**src/rtl/writeback_queue.sv**
```systemverilog
// Per-pipe writeback FIFOs between the exec ports and the register controller.
// Same-address heads pop A first and hold B, so B's write lands last.
module writeback_queue #(
   parameter int unsigned DEPTH  = 4,
   parameter int unsigned ALMOST = 1
) (
   input  logic        clock_i,
   input  logic        reset_i,
   input  logic        enableA_i,
   input  logic        wbA_i,
   input  logic [4:0]  wbAddrA_i,
   input  logic [15:0] wbValA_i,
   input  logic [1:0]  operationStatusA_i,
   input  logic        enableB_i,
   input  logic        wbB_i,
   input  logic [4:0]  wbAddrB_i,
   input  logic [15:0] wbValB_i,
   input  logic [1:0]  operationStatusB_i,
   output logic        wbA_o,
   output logic [4:0]  wbAddrA_o,
   output logic [15:0] wbValA_o,
   output logic [1:0]  operationStatusA_o,
   output logic        wbB_o,
   output logic [4:0]  wbAddrB_o,
   output logic [15:0] wbValB_o,
   output logic [1:0]  operationStatusB_o,
   output logic        fullA_o,
   output logic        fullB_o,
   output logic        overflowA_o,
   output logic        overflowB_o,
   output logic        idle_o
);

   localparam int unsigned PW = $clog2(DEPTH);
   localparam int unsigned CW = PW + 1;
   localparam int unsigned EW = 5 + 16 + 2;

   // Entry layout: {addr[22:18], value[17:2], status[1:0]}
   logic [EW-1:0] memA [DEPTH];
   logic [EW-1:0] memB [DEPTH];

   logic [PW-1:0] headA, tailA, headB, tailB;
   logic [CW-1:0] countA, countB;
   logic [CW-1:0] nextCountA, nextCountB;
   logic [EW-1:0] headEntA, headEntB;

   logic pushReqA, pushReqB;
   logic pushA, pushB;
   logic popA, popB;
   logic dropA, dropB;
   logic collide;
   logic fullNextA, fullNextB;
   logic idleNext;

   assign headEntA = memA[headA];
   assign headEntB = memB[headB];
   assign pushReqA = enableA_i && wbA_i;
   assign pushReqB = enableB_i && wbB_i;

   always_comb begin
      collide = (countA != '0) && (countB != '0) &&
                (headEntA[22:18] == headEntB[22:18]);
      popA = (countA != '0);
      popB = (countB != '0) && !collide;
      // A full FIFO still accepts a push when its head leaves in the same cycle.
      pushA = pushReqA && ((countA != CW'(DEPTH)) || popA);
      pushB = pushReqB && ((countB != CW'(DEPTH)) || popB);
      dropA = pushReqA && !pushA;
      dropB = pushReqB && !pushB;
      nextCountA = countA + CW'(pushA) - CW'(popA);
      nextCountB = countB + CW'(pushB) - CW'(popB);
      fullNextA = (DEPTH - 32'(nextCountA)) <= ALMOST;
      fullNextB = (DEPTH - 32'(nextCountB)) <= ALMOST;
      idleNext = (nextCountA == '0) && (nextCountB == '0) && !popA && !popB;
   end

   always_ff @(posedge clock_i) begin
      if (pushA) memA[tailA] <= {wbAddrA_i, wbValA_i, operationStatusA_i};
      if (pushB) memB[tailB] <= {wbAddrB_i, wbValB_i, operationStatusB_i};
   end

   always_ff @(posedge clock_i or negedge reset_i) begin
      if (!reset_i) begin
         headA  <= '0;
         tailA  <= '0;
         countA <= '0;
         headB  <= '0;
         tailB  <= '0;
         countB <= '0;
      end else begin
         if (pushA) tailA <= tailA + PW'(1);
         if (popA)  headA <= headA + PW'(1);
         if (pushB) tailB <= tailB + PW'(1);
         if (popB)  headB <= headB + PW'(1);
         countA <= nextCountA;
         countB <= nextCountB;
      end
   end

   always_ff @(posedge clock_i or negedge reset_i) begin
      if (!reset_i) begin
         wbA_o              <= 1'b0;
         wbAddrA_o          <= '0;
         wbValA_o           <= '0;
         operationStatusA_o <= '0;
         wbB_o              <= 1'b0;
         wbAddrB_o          <= '0;
         wbValB_o           <= '0;
         operationStatusB_o <= '0;
         fullA_o            <= 1'b0;
         fullB_o            <= 1'b0;
         overflowA_o        <= 1'b0;
         overflowB_o        <= 1'b0;
         idle_o             <= 1'b0;
      end else begin
         wbA_o <= popA;
         wbB_o <= popB;
         if (popA) begin
            wbAddrA_o          <= headEntA[22:18];
            wbValA_o           <= headEntA[17:2];
            operationStatusA_o <= headEntA[1:0];
         end
         if (popB) begin
            wbAddrB_o          <= headEntB[22:18];
            wbValB_o           <= headEntB[17:2];
            operationStatusB_o <= headEntB[1:0];
         end
         fullA_o <= fullNextA;
         fullB_o <= fullNextB;
         if (dropA) overflowA_o <= 1'b1;
         if (dropB) overflowB_o <= 1'b1;
         idle_o <= idleNext;
      end
   end

endmodule

```
**config.mk**
```make
export PLATFORM = sky130hd
export DESIGN_NAME = writeback_queue
export DESIGN_NICKNAME = d
export VERILOG_FILES = /design/src/rtl/writeback_queue.sv
export SDC_FILE = /design/constraint.sdc
export NUM_CORES = 1
export LEC_CHECK = 0
export CAP_MARGIN = 0
export CORE_UTILIZATION = 55
export DETAILED_ROUTE_END_ITERATION = 16
export PLACE_DENSITY = 0.8
export SLEW_MARGIN = 5
export SYNTH_ARGS = -nofsm -noshare
export SYNTH_HDL_FRONTEND = slang
export SYNTH_SLANG_ARGS = --single-unit
```
**constraint.sdc**
```tcl
create_clock -name clock_i -period 5.25 [get_ports clock_i]
set_clock_uncertainty 0.1 [all_clocks]
set_input_delay 0.525 -clock clock_i [delete_from_list [all_inputs] [get_ports clock_i]]
set_output_delay 0.525 -clock clock_i [all_outputs]
set_load 0.005 [all_outputs]
```
==> impl_results.md <==
* Die area at 17730 um2
* Synth-to-Final Area Change at 23.62%
* Worst-Skew Late Latency at between 0.5 and 0.6 ns
* Vias post-DR at around 4.8k
* Post-Route WL at roughly 18000 um
* Largest net degree at the start of global routing at approximately 70
* CP Capture Type: flop
* Max IR drop VDD at 0.4208 mV
* Antenna cells at 0
* Outcome: finished clean
* Core ar. at between 15000 and 20000 um2
* Reg-to-reg endpoint: fullB_o
* # setup viols final at 0
* Sequential cell area at 7204 um2
* Fin Setup TNS at 0 ns
* Vias in the first global route at ~5.3k
* Initial core utilization at a little under three fifths
* Row count at 47
* Post-CTS Setup Inserts at 0
* Most frequent cells in the layout: edfxtp_1, clkdlybuf4s50_1, nand2_1
* Grt total ovfl at 0
* Die width at roughly 130 um
* Layout cell share with drive strength beyond 1 at between 10% and 20%
* Type of origin of the critical path: flop
* Register area share after synthesis at between 70% and 80%
* Inserted Clock Buffers at 26
* Initial DRC count at 336
* Synth Area per Inst at between 15 and 20 um2
* Synth Register Bits at ~250
* Reg2Reg Setup Slack at between 1 and 1.5 ns
* Post-synthesis cell type count at 32
* Clock Pin Slew Worst Setup and Hold Paths at 0.06 ns
* Detail Route Antenna Nets at 0
* Clk sink count at 251
* Critical-path top delay cell: dfrtp_1
* F_max at 244.3 MHz
* Hold_buf cts at 0
* # resized after CTS at 0
* Leak at between 4 and 5 nW
* Tcrit/Tclk final at between 70 and 80%
* CP top delay family: adder cells
* CP max stage delay at 0.82 ns
* Max FO, Critical Path at 15
* Post-Syn Nets at around 560
* Die Span Y at between 100 and 150 um
* 1st-pass router iterations at 5
* CTS tree: built
* Routed wire per std cell at around 21 um
* Tightest hold margin at 0.03304 ns
* Netlist area before placement at 9463 um2
* Longest Clk Path Bufs at 3
* Post-layout min period at approximately 4 ns
* Core Util, Final at 70.04%
* Gpl congestion at ~0.72
* Total GRT Usage at between 20% and 30%
* HPWL Detailed at between 10000 and 15000 um
* First-pass GRT wire length at ~29000 um
* Max-cap viol count at 0
* CP cell instances: mux4_2 -> xnor2_1 -> nand4_1 -> o311a_4 -> inv_1 -> ha_1 -> inv_1 -> ha_1 -> inv_1 -> fa_1 -> xor2_1 -> xnor2_1 -> ha_1 -> nand2_1 -> o31ai_1
* Post-Synthesis Cells at ~500
* FF-to-FF path depth at 15
* Initial antenna violation count at 0
* Commonest non-fill, non-tap cell in the layout: edfxtp_1
* IO Count at approximately 110
* DRC viols at 0
* R2R Path Start: headA[1]
* Fin cells at 857
* # nets final at a little under 700
* Vias/cell at between 5 and 6
* Setup CP Type: flop to flop
* CTS root buffer: clkbuf_16
* Hold Fails Final Rpt at 0
* Multi-input gate area at between 2000 and 2500 um2
* Total power draw at between 0.006 and 0.007 W
* Number of H-tree levels at 1
* Worst slew margin at between 30% and 40%
* Cell Pwr Density at 576.6 nW/um2
* HP Class: primary input to asynchronous set/reset pin
* Slew @ Worst Pin at around 0.9 ns
* WP data arrival at between 4 and 5 ns
* Cell Count Post-Placement at 809
* Buf+Inv Stages, Crit Path at 3
* Final Max Tran Viols at 0
* Layout fillers at 1016
* RSZ-0062 raised after global routing: no
* CP required at 5.57 ns
* Warnings from Yosys at 0
* IO Port Bufs at approximately 100
[how the worst max path moves through the flow]
stage	slack [ns]	start	to	cells past startpoint
3_5_place_dp	1.22	headA[1]	fullB_o	15
2_1_floorplan	1.60	headB[0]	fullB_o	16
3_3_place_gp	1.36	headA[1]	fullB_o	15
6_report	1.16	headA[1]	fullB_o	15
5_1_grt	0.94	headA[1]	fullB_o	15
4_1_cts	1.14	headA[1]	fullB_o	15
[cells by family (layout without fill, tap and decap cells)]
family | Yosys count | count (layout) | synth area share (%)
AO/OA/AOI/OAI | 6 | 6 | 0.6215
XOR/XNOR | 15 | 15 | 1.388
adder cells (fa/ha/maj) | 16 | 16 | 2.274
buffers and inverters | 32 | 182 | 1.454
flip-flops | 251 | 251 | 76.11
multiplexers | 71 | 71 | 13.96
AND/OR/NAND/NOR | 96 | 96 | 4.191
[cell type report]
type                       instances  area share, %
sequential                       251          61.59
clock inverter                    21          1.701
inverter                          15         0.4813
timing repair buffer             119          9.841
tap                              220          2.353
clock buffer                      27          5.776
multi-input combinational        204          18.26
[cell usage after synthesis, drive strengths merged]
master    n  share of area (%)
inv      14               0.56
buf       7               0.46
nor3      3               0.16
fa        2               0.42
edfxtp  184                 58
o311a     1               0.22
xor2      3               0.28
o31ai     1              0.079
nand2    75                3.0
and3      4               0.26
clkbuf   10               0.40
nand3     2               0.11
mux4     46                 11
or2       1              0.066
nand4     1              0.066
a31o      1              0.093
ha       14                1.9
and2      4               0.26
a211oi    1              0.079
dfrtp    67                 18
clkinv    1              0.040
a21oi     1              0.093
o21ai     1              0.053
xnor2    12                1.1
and4      1              0.093
nor2      5               0.20
mux2     25                3.0
[routing by layer]
metal	track usage (%)	vias up	routed length, um
met5	0	-	0
met4	5.114	0	383
met3	3.501	28	968
met2	37.87	158	9529
met1	28.18	2479	7229
li1	-	2105	-
[sequential cells by signal, indices dropped and copies added (netlist names), 3 cells and up]
signal	cells
wbValA_o	16
wbValB_o	16
wbAddrB_o	5
countB	3
memA	92
countA	3
memB	92
wbAddrA_o	5
[where the power goes]
group	internal (W)	switching, W	total (W)
Sequential	0.00257	0.000252	0.00282
Clock	0.00109	0.000750	0.00184
Combinational	0.00112	0.000971	0.00209
Total	0.00477	0.00197	0.00675
[per-stage QoR]
| stage | setup slack [ns] | cell area [um2] |
|---|---|---|
| after floorplan | 1.596 | 9463 |
| after global placement | 1.356 | 10820 |
| after detailed placement | 1.216 | 10820 |
| after CTS | 1.142 | 11700 |
| after global routing | 0.9429 | 11700 |
| final | 1.157 | 11700 |
(Power assumes the default switching activity.)
